<file path="config.mk">
export PLATFORM = sky130hd
export DESIGN_NAME = counter
export DESIGN_NICKNAME = d
export VERILOG_FILES = /design/src/rtl/counter.sv
export SDC_FILE = /design/constraint.sdc
export NUM_CORES = 1
export LEC_CHECK = 0
export ABC_AREA = 1
export ABC_CLOCK_PERIOD_IN_PS = 3700
export CAP_MARGIN = 0
export CORE_MARGIN = 4
export CORE_UTILIZATION = 28
export CTS_BUF_LIST = sky130_fd_sc_hd__clkbuf_2
export DETAILED_ROUTE_END_ITERATION = 6
export GPL_TIMING_DRIVEN = 0
export PLACE_DENSITY = 0.64
export SYNTH_ARGS = -nofsm -noshare
export SYNTH_HDL_FRONTEND = slang
export SYNTH_SLANG_ARGS = --single-unit
</file>
<file path="constraint.sdc">
create_clock -name clk -period 3.7 [get_ports clk]
set_input_delay 0.74 -clock clk [delete_from_list [all_inputs] [get_ports clk]]
set_output_delay 0.74 -clock clk [all_outputs]
set_load 0.01 [all_outputs]
</file>
<file path="src/rtl/counter.sv">
// ---------------------------------------------------------------------------
// counter
//   Free-running modulo-N up-counter. With the default N=10 it is a decimal
//   digit counter suitable for cascading into timebase or display chains.
//   The count sequence is 0,1,...,N-1,0,... with one step per rising clock
//   edge; there is no enable and no stall.
//
// Parameters
//   N      modulus, legal range 2 .. 2**WIDTH
//   WIDTH  width of the count; 2**WIDTH must be >= N
//
// Ports
//   clk    rising-edge clock
//   rst    asynchronous reset, active low (0 = reset asserted)
//   count  current count, registered
//   tc     terminal count, high while count == N-1 (decoded from count)
//   carry  registered one-cycle pulse in the cycle after count wraps N-1 -> 0
//   err    sticky illegal-state flag (count seen >= N), cleared only by reset
//   seg    active-high 7-segment pattern {g,f,e,d,c,b,a}; blank above 9
//
// The first three ports are clk, rst, count so a positional hookup that only
// uses the counter value keeps working.
// ---------------------------------------------------------------------------
module counter #(
  parameter int N     = 10,
  parameter int WIDTH = 4
) (
  input  logic             clk,
  input  logic             rst,
  output logic [WIDTH-1:0] count,
  output logic             tc,
  output logic             carry,
  output logic             err,
  output logic [6:0]       seg
);

  // Reject moduli that cannot be represented or make no sense.
  if (N < 2 || WIDTH < 1 || (WIDTH < 31 && N > (1 << WIDTH))) begin : g_bad_params
    $error("counter: N must be in 2..2**WIDTH");
  end

  // Terminal value held as a WIDTH-bit constant so every compare and the
  // increment stay in WIDTH bits. When N == 2**WIDTH this is all ones.
  localparam logic [WIDTH-1:0] LAST = WIDTH'(N - 1);

  // The 7-segment lookup is indexed with at least four bits so narrow
  // counters can share the same table.
  localparam int VW = (WIDTH > 4) ? WIDTH : 4;

  // Segment patterns for 0..9; entries 10..15 are blank.
  localparam logic [6:0] SEG_TABLE [16] = '{
    7'h3F, 7'h06, 7'h5B, 7'h4F, 7'h66,
    7'h6D, 7'h7D, 7'h07, 7'h7F, 7'h6F,
    7'h00, 7'h00, 7'h00, 7'h00, 7'h00, 7'h00
  };

  logic [WIDTH-1:0] count_reg;
  logic             carry_reg;
  logic             err_reg;
  logic             illegal;
  logic [VW-1:0]    count_wide;

  // count > N-1 is the same as count >= N, and it can never be true when
  // N == 2**WIDTH, so no separate guard for the full-range case is needed.
  always_comb begin
    illegal = (count_reg > LAST);
  end

  // Main state update. An illegal value recovers to zero without a carry,
  // since no real wrap happened, and latches the error flag until reset.
  always_ff @(posedge clk or negedge rst) begin
    if (!rst) begin
      count_reg <= '0;
      carry_reg <= 1'b0;
      err_reg   <= 1'b0;
    end else if (illegal) begin
      count_reg <= '0;
      carry_reg <= 1'b0;
      err_reg   <= 1'b1;
    end else if (count_reg == LAST) begin
      count_reg <= '0;
      carry_reg <= 1'b1;
    end else begin
      count_reg <= count_reg + WIDTH'(1);
      carry_reg <= 1'b0;
    end
  end

  // Segment decode. Anything with bits above the low nibble is blank, and
  // the table itself blanks 10..15.
  always_comb begin
    count_wide = VW'(count_reg);
    if ((count_wide >> 4) == '0) begin
      seg = SEG_TABLE[count_wide[3:0]];
    end else begin
      seg = 7'h00;
    end
  end

  // count is forced to zero during reset, so tc is low and seg shows "0"
  // there without any extra gating.
  assign count = count_reg;
  assign tc    = (count_reg == LAST);
  assign carry = carry_reg;
  assign err   = err_reg;

endmodule

</file>
; Word level (Yosys, flattened, before mapping)
; Memories as Yosys holds them, arrays and structs flattened.
; Index checks and enable logic that the tools add are counted.
[op_classes]
bitwise = 1
order_cmp = 2
add_sub_neg = 1
n_mux = 6
n_eq_ne = 1
[op_table]
columns = operator, n
row1 = 7-bit two-way mux, 2
row2 = 4-bit two-way mux, 2
row3 = "5-bit greater-or-equal comparator, second input constant", 1
row4 = 4-bit inverter with 5-bit output, 1
row5 = "4-bit by 1-bit adder with 4-bit output, second input constant", 1
row6 = "4-bit == test, second input constant", 1
row7 = "4-bit > comparator, second input constant", 1
row8 = 1-bit two-way mux, 2
[word_totals]
register_bits = 6
inputBits = 2
mem_count = 1
wordCells = 15
mem_bits_ro = 112
output_inout_bits = 14
[memory_table]
columns = name, depth, width, rd, rd_clocked_by_memory_dff, write_ports, line_no
row1 = (no name shown), 16, 7, 1, 0, 0, 94  ; seg = SEG_TABLE[count_wide[3:0]];

; Longest topological paths before layout
; Gate-level depths: netlist of the first run.
[logic_depth]
word_depth = 4
mapped_depth = 7
mapped_depth_nobuf = 7

; Worst setup path after synthesis of the first run
; OpenSTA, ideal clock, no wires.
[synth_path]
path_type = register -> output
startpoint = register count_reg[1] (netlist: count[1])
endpoint = output port seg[0]
setup_slack_ns = 1.802
required_ns = 2.960
n_path_buf = 0
arrival_ns = 1.158
stages_incl_launch_ff = 8
cell_sequence = dfrtp_1 inv_1 ha_1 inv_1 nand2_1 o21ai_0 nand2_1 nand2_1
[synth_via]
elab_chain_cells = 4
[synth_lines]
columns = element, line_no
row1 = "start, declared", 57  ; logic [WIDTH-1:0] count_reg;
row2 = "start signal, assigned", 84  ; count_reg <= count_reg + WIDTH'(1);
row3 = 4-bit inverter with 5-bit output (not written as such), 94
row4 = memory read 16 x 7 bit, -
row5 = 7-bit two-way mux (not written as such) (2 in series), 94
row6 = "end, declared", 34  ; output logic [6:0] seg
; Every way passes these cells. The select of a mux whose other input is x is not followed.

; Worst setup path after layout of the first run
; Same ends and word-level chain as after synthesis.

==> results of run 1 <==
==> layer usage <==
layer,global-route usage [%],routed length (um)
met1,14.7,482
met2,10.9,393
met3,1.48,73
met4,8.06,12
met5,0,0
==> area by class of cell <==
type | instances | share of cell area (%)
buffer | 1 | 1.76
clock buffer | 3 | 2.35
inverter | 9 | 5.28
multi-input combinational | 47 | 40.5
sequential | 6 | 23.5
tap | 16 | 3.13
timing repair buffer | 15 | 23.5
==> cell families (layout without fill, tap and decap cells) <==
group | Yosys count | after routing | share of synthesized area [%]
AND/OR/NAND/NOR | 35 | 35 | 31.4
buffers and inverters | 10 | 28 | 9.92
adder cells (fa/ha/maj) | 7 | 7 | 19.3
flip-flops | 6 | 6 | 33.1
AO/OA/AOI/OAI | 4 | 4 | 4.41
XOR/XNOR | 1 | 1 | 1.93
==> cell usage in the layout (no fill, tap or decap) <==
cell,Yosys,routed
sky130_fd_sc_hd__inv_2,2,2
sky130_fd_sc_hd__nand3_1,2,2
sky130_fd_sc_hd__inv_1,7,7
sky130_fd_sc_hd__o21ai_1,1,1
sky130_fd_sc_hd__o21ai_0,3,3
sky130_fd_sc_hd__ha_1,7,7
sky130_fd_sc_hd__buf_6,1,1
sky130_fd_sc_hd__nand3_2,1,1
sky130_fd_sc_hd__clkbuf_2,0,3
sky130_fd_sc_hd__xnor2_1,1,1
sky130_fd_sc_hd__nand2_1,26,26
sky130_fd_sc_hd__nor2_1,5,5
sky130_fd_sc_hd__clkdlybuf4s50_1,0,15
sky130_fd_sc_hd__nand4_1,1,1
sky130_fd_sc_hd__dfrtp_1,6,6
==> how the worst min path moves through the flow <==
stage	start	end	slack (ps)	depth (start not counted)
finish	err	err	460	2
global route	err	err	490	2
CTS	err	err	470	2
detailed placement	err	err	460	2
global placement	err	err	450	2
floorplan	rst	carry	440	0
==> power groups by stage <==
stage	Combinational (W)	Sequential [W]	Clock, W
after floorplan	0.000000000180	0.0000668	0
after global placement	0.00000223	0.0000668	0
after detailed placement	0.00000232	0.0000668	0
after CTS	0.00000231	0.0000656	0.0000481
after global routing	0.00000238	0.0000656	0.0000483
final	0.00000212	0.0000657	0.0000452
==> critical path, delay by kind of cell (launching register included) <==
family	cells	cell delay (ps)
AO/OA/AOI/OAI	1	80
flip-flops	1	470
AND/OR/NAND/NOR	3	190
buffers and inverters	3	730
adder cells (fa/ha/maj)	1	250
==> stage by stage <==
stage	utilization, %	total power (W)	instance area, um^2	std cells
floorplan	-	0.0000668	454	63
global route	42.0	0.000116	639	97
global placement	41.0	0.0000690	624	94
CTS	42.0	0.000116	639	97
detailed placement	41.0	0.0000691	624	94
finish	42.0	0.000113	639	97
==> out/qor.txt, run 1 <==
PWR
-----------------------------------------------------------------------------------------
Net switching power figure .................................................  0.0000244 W
Power share of the combinational group .....................................         1.9%
Fraction of power spent switching nets .....................................        21.6%
Total leakage power ........................................................     0.328 nW
Peak supply drop ...........................................................   0.000100 V
Proportion of power drawn by the clock network .............................        40.0%
Internal power consumption .................................................  0.0000885 W
PwrDens ....................................................................  177 mW/mm^2
Seq pwr share ..............................................................        58.1%

CLOCKING
-----------------------------------------------------------------------------------------
Worst-path clk slew ........................................................        60 ps
Buffer cell driving the clock tree root .................................... sky130_fd_sc_hd__clkbuf_2
Total number of clock tree sinks ...........................................            6
TritonCTS clock tree .......................................................         done
Buffer count from post-CTS setup fixing ....................................            0
Max Buffers Root-to-Sink ...................................................            2
H-tree lvl count ...........................................................            1
Number of resized instances in the post-cts repair step ....................            0
Num CTS Buffers ............................................................            3
Skew-Pair Late Insertion Delay .............................................       220 ps
# hold bufs at CTS .........................................................            0

GRT
-----------------------------------------------------------------------------------------
Global route overflow ......................................................            0
Global-route wire length before repair .....................................      1540 um
Maximum number of pins on one net before global-route repair ...............            9
Global Route Usage Sum .....................................................        9.56%
Vias in the first global route .............................................          367
Number of antenna violations at the first check in global routing ..........            0

WORST SETUP PATH
-----------------------------------------------------------------------------------------
Longest individual stage delay on the worst path ...........................       530 ps
Data required, critical path ...............................................      2960 ps
Critical path, cell by cell ................................................ inv_1 -> ha_1 -> inv_1 -> nand2_1 -> o21ai_0 -> nand2_1 -> nand2_1 -> clkdlybuf4s50_1
Launching element of the worst setup path ..................................     count[1]
Minimum setup slack among reg-to-reg paths .................................      2390 ps
Worst flop-to-flop path endpoint ...........................................     count[1]
Arr. time, crit path .......................................................      1940 ps
CP Capture Point ...........................................................       seg[0]
Maximum fanout count along the critical path ...............................            8
Beginning of the worst register-to-register path ...........................     count[0]
Slowest library cell on the worst path ..................................... sky130_fd_sc_hd__clkdlybuf4s50_1
R2r worst-path depth .......................................................            6
Crit start category ........................................................     register
Most common cell type on the critical path ................................. sky130_fd_sc_hd__nand2_1
Critical Path Sink Type .................................................... primary output
Crit path kind .............................................................   reg -> out

FINISH
-----------------------------------------------------------------------------------------
Ratio of cells with drive above 1 in the final layout ......................        8.64%
Area growth, synth to finish ...............................................        40.8%
Final-layout fill cell count ...............................................          160
Nets .......................................................................           92
Multi-input logic area .....................................................     259 um^2
Total area of sequential cells .............................................     150 um^2
Max reg flops ..............................................................            4
Diodes inserted ............................................................            0

SYNTHESIS
-----------------------------------------------------------------------------------------
Proportion of register bits with asynchronous set or reset after synthesis .         100%
Synth top area cells ....................................................... sky130_fd_sc_hd__dfrtp_1 (33%), sky130_fd_sc_hd__nand2_1 (21%), sky130_fd_sc_hd__ha_1 (19%)
Netlist area before placement ..............................................     454 um^2
Count leader, synth ........................................................ sky130_fd_sc_hd__nand2_1
Area share of the largest cell type after synthesis ........................        33.1%
Top cell types by occurrence after synthesis ............................... sky130_fd_sc_hd__nand2_1 (26), sky130_fd_sc_hd__ha_1 (7), sky130_fd_sc_hd__inv_1 (7), sky130_fd_sc_hd__dfrtp_1 (6), sky130_fd_sc_hd__nor2_1 (5)
Post-synth EDFFs ...........................................................            0
Avg Inst Size Synth ........................................................    7.21 um^2
Yosys top cell by area ..................................................... sky130_fd_sc_hd__dfrtp_1
Distinct cell type count of the synthesized netlist ........................           13
Post-synthesis sequential area ratio .......................................        33.1%
Ys flop type ............................................................... sky130_fd_sc_hd__dfrtp_1
Number of synthesized register bits ........................................            6
Cells after Synth ..........................................................           63
Number of warnings issued by yosys .........................................            0
Net Count, Synth ...........................................................           72

DIE
-----------------------------------------------------------------------------------------
Die boundary width .........................................................      48.3 um
Die extent in y ............................................................      48.3 um
Floorplan die area ......................................................... 0.00233 mm^2
Site row count .............................................................           14
Floorplan Core Area ........................................................ 0.00152 mm^2
I/O pin count ..............................................................           16
Effective utilization at floorplan .........................................        29.8%

PLACEMENT
-----------------------------------------------------------------------------------------
Post-placement setup slack .................................................      1250 ps
Final GP Congestion ........................................................        0.742
Half-perimeter wire length after detailed placement ........................       714 um
Count of port buffers added during placement ...............................           15

TIMING
-----------------------------------------------------------------------------------------
Hold Fails Final Rpt .......................................................            0
Maximum clock frequency ....................................................      373 MHz
Minimum hold slack .........................................................       465 ps
Worst relative slew slack ..................................................        82.2%
Number of pins exceeding their max-slew limit in the final report ..........            0
Final worst path period need ...............................................      2680 ps
Slew of the pin with the lowest slew margin ................................       267 ps
Part of the cycle the worst path needs .....................................        72.5%
Min setup slack post-route .................................................      1020 ps
Unrepaired setup endpoints after global routing ............................        false
Final Setup Violations .....................................................            0
Final setup TNS ............................................................         0 ps
Clock Skews ................................................................      1.89 ps

DETAILED ROUTING
-----------------------------------------------------------------------------------------
Wirelength, routed .........................................................       962 um
Vias post-DR ...............................................................          445
Mean routed wirelength per cell ............................................      9.92 um
DRT iter0 DRCs .............................................................           10
Antenna-violating nets left ................................................            0
Drt drc ....................................................................            0
TritonRoute pass-1 iters ...................................................            4
Per-cell via count in the routed design ....................................         4.59

FLOW RUN
-----------------------------------------------------------------------------------------
MaxCap Viol Count ..........................................................            0

OUTCOME
-----------------------------------------------------------------------------------------
Run status ................................................................. complete, no violations

MIN PATH
-----------------------------------------------------------------------------------------
Tightest Hold Check Type ...................................................   reg -> reg

No activity file was read; power rests on OpenSTA's default activity.
==> run 2, diff against run 1 <==
--- a/config.mk
+++ b/config.mk
@@ -6,14 +6,14 @@
 export NUM_CORES = 1
 export LEC_CHECK = 0
 export ABC_AREA = 1
-export ABC_CLOCK_PERIOD_IN_PS = 3700
+export ABC_CLOCK_PERIOD_IN_PS = 2200
 export CAP_MARGIN = 0
 export CORE_MARGIN = 4
 export CORE_UTILIZATION = 28
 export CTS_BUF_LIST = sky130_fd_sc_hd__clkbuf_2
 export DETAILED_ROUTE_END_ITERATION = 6
 export GPL_TIMING_DRIVEN = 0
-export PLACE_DENSITY = 0.64
+export PLACE_DENSITY = 0.66
 export SYNTH_ARGS = -nofsm -noshare
 export SYNTH_HDL_FRONTEND = slang
 export SYNTH_SLANG_ARGS = --single-unit
==> constraint.sdc (replaced) <==
create_clock -name clk -period 2.2 [get_ports clk]
set_input_delay 0.44 -clock clk [delete_from_list [all_inputs] [get_ports clk]]
set_output_delay 0.44 -clock clk [all_outputs]
set_load 0.01 [all_outputs]
==> out/qor.txt, run 2 (synthesized netlist as in run 1, its figures left out) <==
FINISH
--------------------------------------------------------------------------------
Ratio of cells with drive above 1 in the final layout .............        19.0%   was 8.64%
Max reg flops .....................................................            4   unchanged
Diodes inserted ...................................................            0   unchanged
Multi-input logic area ............................................     267 um^2   was 259 um^2
Nets ..............................................................           95   was 92
Post-route core utilization .......................................        44.2%   was 42.0%
Total area of sequential cells ....................................     153 um^2   was 150 um^2
Most common library cell in the layout ignoring fill and taps ..... sky130_fd_sc_hd__nand2_1   unchanged
Final-layout fill cell count ......................................          160   unchanged
Area growth, synth to finish ......................................        48.2%   was 40.8%
Most frequent cells in the layout ................................. sky130_fd_sc_hd__nand2_1 (26), sky130_fd_sc_hd__clkdlybuf4s50_1 (10), sky130_fd_sc_hd__ha_1 (6)   was sky130_fd_sc_hd__nand2_1 (26), sky130_fd_sc_hd__clkdlybuf4s50_1 (15), sky130_fd_sc_hd__inv_1 (7), sky130_fd_sc_hd__ha_1 (7), sky130_fd_sc_hd__dfrtp_1 (6)

CLOCKING
--------------------------------------------------------------------------------
Num CTS Buffers ...................................................            3   unchanged
H-tree lvl count ..................................................            1   unchanged
Worst-path clk slew ...............................................        60 ps   about the same
Max Buffers Root-to-Sink ..........................................            2   unchanged
Skew-Pair Late Insertion Delay ....................................       210 ps   was 220 ps
TritonCTS clock tree ..............................................         done   unchanged
Total number of clock tree sinks ..................................            6   unchanged
Buffer cell driving the clock tree root ........................... sky130_fd_sc_hd__clkbuf_2   unchanged
# hold bufs at CTS ................................................            0   unchanged

PLACEMENT
--------------------------------------------------------------------------------
Half-perimeter wire length after detailed placement ...............       682 um   was 714 um
Post-placement setup slack ........................................      45.4 ps   was 1250 ps
Final GP Congestion ...............................................        0.731   was 0.742
Count of port buffers added during placement ......................           15   unchanged

WORST SETUP PATH
--------------------------------------------------------------------------------
Longest individual stage delay on the worst path ..................       530 ps   about the same
Maximum fanout count along the critical path ......................            5   was 8
Data required, critical path ......................................      1760 ps   was 2960 ps
Slowest library cell on the worst path ............................ sky130_fd_sc_hd__clkdlybuf4s50_1   unchanged
R2r worst-path depth ..............................................            5   was 6
Critical path, cell by cell ....................................... inv_2 -> ha_2 -> nand3_2 -> inv_1 -> clkdlybuf4s50_1   was inv_1 -> ha_1 -> inv_1 -> nand2_1 -> o21ai_0 -> nand2_1 -> nand2_1 -> clkdlybuf4s50_1
Critical Path Sink Type ........................................... primary output   unchanged
Crit start category ...............................................     register   unchanged
Arr. time, crit path ..............................................      1640 ps   was 1940 ps
Crit path kind ....................................................   reg -> out   unchanged

TIMING
--------------------------------------------------------------------------------
Hold Fails Final Rpt ..............................................            0   unchanged
Final worst path period need ......................................      2080 ps
Maximum clock frequency ...........................................      480 MHz
Worst relative slew slack .........................................        81.9%   was 82.2%
Unrepaired setup endpoints after global routing ...................        false   unchanged
Part of the cycle the worst path needs ............................        94.7%
Slew of the pin with the lowest slew margin .......................       272 ps   was 267 ps
Final Setup Violations ............................................            0   unchanged
Min setup slack post-route ........................................       117 ps   was 1020 ps
Clock Skews .......................................................      4.96 ps   was 1.89 ps
Number of pins exceeding their max-slew limit in the final report .            0   unchanged
Final setup TNS ...................................................         0 ps   unchanged

DETAILED ROUTING
--------------------------------------------------------------------------------
Per-cell via count in the routed design ...........................         4.35   was 4.59
Antenna-violating nets left .......................................            0   unchanged
Drt drc ...........................................................            0   unchanged
Vias post-DR ......................................................          435   was 445
Mean routed wirelength per cell ...................................      9.56 um   was 9.92 um
DRT iter0 DRCs ....................................................            4   was 10
Wirelength, routed ................................................       956 um   was 962 um
TritonRoute pass-1 iters ..........................................            2   was 4

PWR
--------------------------------------------------------------------------------
Net switching power figure ........................................  0.0000378 W   was 0.0000244 W
Peak supply drop ..................................................   0.000197 V   was 0.000100 V
Post-layout power .................................................   0.000187 W   was 0.000113 W
Proportion of power drawn by the clock network ....................        39.0%   was 40.0%
Total leakage power ...............................................     0.338 nW   was 0.328 nW
PwrDens ...........................................................  277 mW/mm^2   was 177 mW/mm^2
Internal power consumption ........................................   0.000149 W   was 0.0000885 W
Seq pwr share .....................................................        59.2%   was 58.1%
Fraction of power spent switching nets ............................        20.3%   was 21.6%
Power share of the combinational group ............................         1.9%   about the same

DIE
--------------------------------------------------------------------------------
I/O pin count .....................................................           16   unchanged
Die boundary width ................................................      48.3 um   unchanged
Effective utilization at floorplan ................................        29.8%   unchanged
Site row count ....................................................           14   unchanged
Floorplan die area ................................................ 0.00233 mm^2   unchanged
Die extent in y ...................................................      48.3 um   unchanged
Floorplan Core Area ............................................... 0.00152 mm^2   unchanged

FLOW RUN
--------------------------------------------------------------------------------
MaxCap Viol Count .................................................            0   unchanged

GRT
--------------------------------------------------------------------------------
Global route overflow .............................................            0   unchanged
Global-route wire length before repair ............................      1540 um   unchanged
Global Route Usage Sum ............................................        9.64%   was 9.56%
Vias in the first global route ....................................          373   was 367
Number of antenna violations at the first check in global routing .            0   unchanged
Maximum number of pins on one net before global-route repair ......            9   unchanged

OUTCOME
--------------------------------------------------------------------------------
Run status ........................................................ complete, no violations   unchanged

MIN PATH
--------------------------------------------------------------------------------
Tightest Hold Check Type ..........................................  in -> async   was reg -> reg

[run 2: cell count changes in the layout (fill, tap and decap cells not counted), sizes merged]
cell and change:
clkdlybuf4s50 -5, dlygate4sd2 +3, dlymetal6s2s +2, buf +3
[run 2: worst paths after layout]
| kind | endpoint | slack [ps] | from |
|---|---|---|---|
| max reg2reg | count[2] | 1020 | count[1] |
| max in group asynchronous | count[1] | 1520 | rst |
| min in group clk | err | 470 | err |
| min reg2reg | err | 470 | err |
| min | count[2] | 450 | rst |
| max | tc | 120 | count[1] |
[run 2: per-layer routing]
| metal | up-vias | global-route usage (%) | share of wire [%] |
|---|---|---|---|
| met5 | - | 0 | 0 |
| met2 | 13 | 12.2 | 44 |
| li1 | 234 | - | - |
| met4 | 0 | 8.06 | 0 |
| met3 | 0 | 2.21 | 8.5 |
| met1 | 188 | 13.4 | 47 |
[run 2: critical path: cells and delay by family (launching register included)]
family | cells | cell delay, ps
simple gates | 1 | 90
buf+inv | 3 | 700
fa+ha+maj | 1 | 220
flops | 1 | 400
[run 2: cell type report]
| class | instances | area share, % |
|---|---|---|
| multi-input cells | 47 | 39.6 |
| repair buffers | 18 | 25.8 |
| flip-flops and latches | 6 | 22.7 |
| inverters | 9 | 5.02 |
| well taps | 16 | 2.97 |
| clock buffers | 3 | 2.23 |
| plain buffers | 1 | 1.67 |
[run 2: power by group through the flow]
stage | clock network [W] | logic (W) | registers [W]
6_report | 0.0000728 | 0.00000347 | 0.000110
5_1_grt | 0.0000847 | 0.00000394 | 0.000110
3_5_place_dp | 0 | 0.00000369 | 0.000112
2_1_floorplan | 0 | 0.000000000180 | 0.000112
3_3_place_gp | 0 | 0.00000370 | 0.000112
4_1_cts | 0.0000809 | 0.00000368 | 0.000110
[run 2: timing repair]
item / 4_1_cts / 5_1_grt
endpoints found under the setup margin: 7 / 4
buffers inserted: 3 / 0
resized for setup: 7 / 4
[run 2: stage by stage]
stage	hold slack, ps	instance area [um^2]	std cells
6_report	454	673	100
5_1_grt	451	673	100
4_1_cts	440	663	100
3_5_place_dp	459	624	94
3_3_place_gp	450	624	94
2_1_floorplan	144	454	63
==> run 3, diff against run 2 <==
--- a/config.mk
+++ b/config.mk
@@ -12,8 +12,9 @@
 export CORE_UTILIZATION = 28
 export CTS_BUF_LIST = sky130_fd_sc_hd__clkbuf_2
 export DETAILED_ROUTE_END_ITERATION = 6
-export GPL_TIMING_DRIVEN = 0
+export GPL_TIMING_DRIVEN = 1
 export PLACE_DENSITY = 0.66
+export SLEW_MARGIN = 20
 export SYNTH_ARGS = -nofsm -noshare
 export SYNTH_HDL_FRONTEND = slang
 export SYNTH_SLANG_ARGS = --single-unit
==> out/qor.txt, run 3 (synthesized netlist as in run 1, its figures left out) <==
DETAILED ROUTING
--------------------------------------------------------------------------------
Per-cell via count in the routed design ...........................         4.37   was 4.35
DRT iter0 DRCs ....................................................            8   was 4
Drt drc ...........................................................            0   unchanged
Vias post-DR ......................................................          437   was 435
Antenna-violating nets left .......................................            0   unchanged
Mean routed wirelength per cell ...................................      9.82 um   was 9.56 um
TritonRoute pass-1 iters ..........................................            3   was 2
Wirelength, routed ................................................       982 um   was 956 um

GRT
--------------------------------------------------------------------------------
Global route overflow .............................................            0   unchanged
Number of antenna violations at the first check in global routing .            0   unchanged
Global Route Usage Sum ............................................        10.1%   was 9.64%
Global-route wire length before repair ............................      1600 um   was 1540 um
Vias in the first global route ....................................          377   was 373
Maximum number of pins on one net before global-route repair ......           10   was 9

FINISH
--------------------------------------------------------------------------------
Max reg flops .....................................................            4   unchanged
Most frequent cells in the layout ................................. sky130_fd_sc_hd__nand2_1 (26), sky130_fd_sc_hd__clkdlybuf4s50_1 (8), sky130_fd_sc_hd__inv_1 (6), sky130_fd_sc_hd__ha_1 (6)   was sky130_fd_sc_hd__nand2_1 (26), sky130_fd_sc_hd__clkdlybuf4s50_1 (10), sky130_fd_sc_hd__ha_1 (6)
Most common library cell in the layout ignoring fill and taps ..... sky130_fd_sc_hd__nand2_1   unchanged
Diodes inserted ...................................................            0   unchanged
Area growth, synth to finish ......................................        47.4%   was 48.2%
Ratio of cells with drive above 1 in the final layout .............        16.7%   was 19.0%
Nets ..............................................................           95   unchanged

WORST SETUP PATH
--------------------------------------------------------------------------------
Data required, critical path ......................................      1760 ps   about the same
Maximum fanout count along the critical path ......................            4   was 5
Critical path, cell by cell ....................................... inv_1 -> ha_1 -> nand2_1 -> nand2_1 -> clkdlybuf4s50_1   was inv_2 -> ha_2 -> nand3_2 -> inv_1 -> clkdlybuf4s50_1
Longest individual stage delay on the worst path ..................       530 ps   about the same
Crit start category ...............................................     register   unchanged
Critical Path Sink Type ........................................... primary output   unchanged
Arr. time, crit path ..............................................      1560 ps   was 1640 ps
Slowest library cell on the worst path ............................ sky130_fd_sc_hd__clkdlybuf4s50_1   unchanged
Crit path kind ....................................................   reg -> out   unchanged
Most common cell type on the critical path ........................ sky130_fd_sc_hd__nand2_1

TIMING
--------------------------------------------------------------------------------
Worst relative slew slack .........................................        82.0%   was 81.9%
Final worst path period need ......................................      2000 ps   was 2080 ps
Minimum hold slack ................................................       460 ps   was 454 ps
Slew of the pin with the lowest slew margin .......................       269 ps   was 272 ps
Maximum clock frequency ...........................................      501 MHz   was 480 MHz
Part of the cycle the worst path needs ............................        90.8%   was 94.7%
Final setup TNS ...................................................         0 ps   unchanged
Number of pins exceeding their max-slew limit in the final report .            0   unchanged
Final Setup Violations ............................................            0   unchanged
Hold Fails Final Rpt ..............................................            0   unchanged
Clock Skews .......................................................      1.02 ps   was 4.96 ps
Unrepaired setup endpoints after global routing ...................        false   unchanged

PLACEMENT
--------------------------------------------------------------------------------
Count of port buffers added during placement ......................           15   unchanged
Final GP Congestion ...............................................        0.727   was 0.731
Half-perimeter wire length after detailed placement ...............       711 um   was 682 um

CLOCKING
--------------------------------------------------------------------------------
H-tree lvl count ..................................................            1   unchanged
TritonCTS clock tree ..............................................         done   unchanged
Worst-path clk slew ...............................................        60 ps   about the same
# hold bufs at CTS ................................................            0   unchanged
Buffer cell driving the clock tree root ........................... sky130_fd_sc_hd__clkbuf_2   unchanged
Skew-Pair Late Insertion Delay ....................................       210 ps   about the same
Max Buffers Root-to-Sink ..........................................            2   unchanged
Num CTS Buffers ...................................................            3   unchanged
Total number of clock tree sinks ..................................            6   unchanged

DIE
--------------------------------------------------------------------------------
Effective utilization at floorplan ................................        29.8%   unchanged
Site row count ....................................................           14   unchanged
Die extent in y ...................................................      48.3 um   unchanged
I/O pin count .....................................................           16   unchanged
Die boundary width ................................................      48.3 um   unchanged
Floorplan Core Area ............................................... 0.00152 mm^2   unchanged
Floorplan die area ................................................ 0.00233 mm^2   unchanged

FLOW RUN
--------------------------------------------------------------------------------
MaxCap Viol Count .................................................            0   unchanged

PWR
--------------------------------------------------------------------------------
Total leakage power ...............................................     0.336 nW   was 0.338 nW
PwrDens ...........................................................  283 mW/mm^2   was 277 mW/mm^2
Peak supply drop ..................................................   0.000181 V   was 0.000197 V

MIN PATH
--------------------------------------------------------------------------------
Tightest Hold Check Type ..........................................  in -> async   unchanged

OUTCOME
--------------------------------------------------------------------------------
Run status ........................................................ complete, no violations   unchanged

-- run 3: cell types whose count changed in the layout (fill, tap and decap cells not counted), sizes merged --
cell	previous run	this run
clkdlybuf4s50	10	8
dlygate4sd2	3	4
dlymetal6s2s	2	3
-- run 3: layer usage --
metal  global-route usage [%]  vias up  wire (um)
met2                     14.1       13        429
li1                         -      232          -
met4                     4.84        0          0
met1                     13.6      192        482
met5                        0        -          0
met3                     3.69        0         71
-- run 3: through the flow --
| stage | total power [W] | instances | utilization (%) | worst slack [ps] | instance area, um^2 |
|---|---|---|---|---|---|
| after floorplan | 0.000112 | 63 | - | 602 | 454 |
| after global placement | 0.000116 | 95 | 41.2 | 172 | 628 |
| after detailed placement | 0.000116 | 95 | 41.2 | 158 | 628 |
| after CTS | 0.000196 | 99 | 42.4 | 4.47 | 646 |
| after global routing | 0.000205 | 100 | 43.9 | 74.2 | 669 |
| final | 0.000190 | 100 | 43.9 | 202 | 669 |
-- run 3: path summary, 6_finish.rpt --
check	from	endpoint	slack [ps]	cells past startpoint
max	count[0]	seg[4]	200	5
min	rst	count[3]	460	1
max reg2reg	count[0]	count[2]	990	5
min reg2reg	err	err	470	2
max in group asynchronous	rst	count[2]	1510	1
min in group clk	err	err	470	2
-- run 3: area by class of cell --
cell class                 instances  area (um^2)
timing repair buffer              19          183
inverter                           9         33.8
multi-input combinational         47          267
tap                               16         20.0
sequential                         6          151
fill                             162          855
clock buffer                       3         15.0
-- run 3: critical path, delay by kind of cell (launching register included) --
kind	cells	cell delay, ps
buffers and inverters	2	670
flip-flops	1	400
AND/OR/NAND/NOR	2	120
adder cells (fa/ha/maj)	1	160
-- run 3: power breakdown --
group | internal [W] | switching (W) | leakage [nW]
clock | 0.0000370 | 0.0000386 | 0.0125
combinational | 0.00000158 | 0.00000200 | 0.250
sequential | 0.000110 | 0 | 0.0734
-- run 3: timing repair --
| item | CTS | global route |
|---|---|---|
| setup buffers | 1 | 1 |
| setup endpoints to repair | 4 | 3 |
| endpoints found under the hold margin | 0 | 0 |
| gates resized for setup | 4 | 7 |
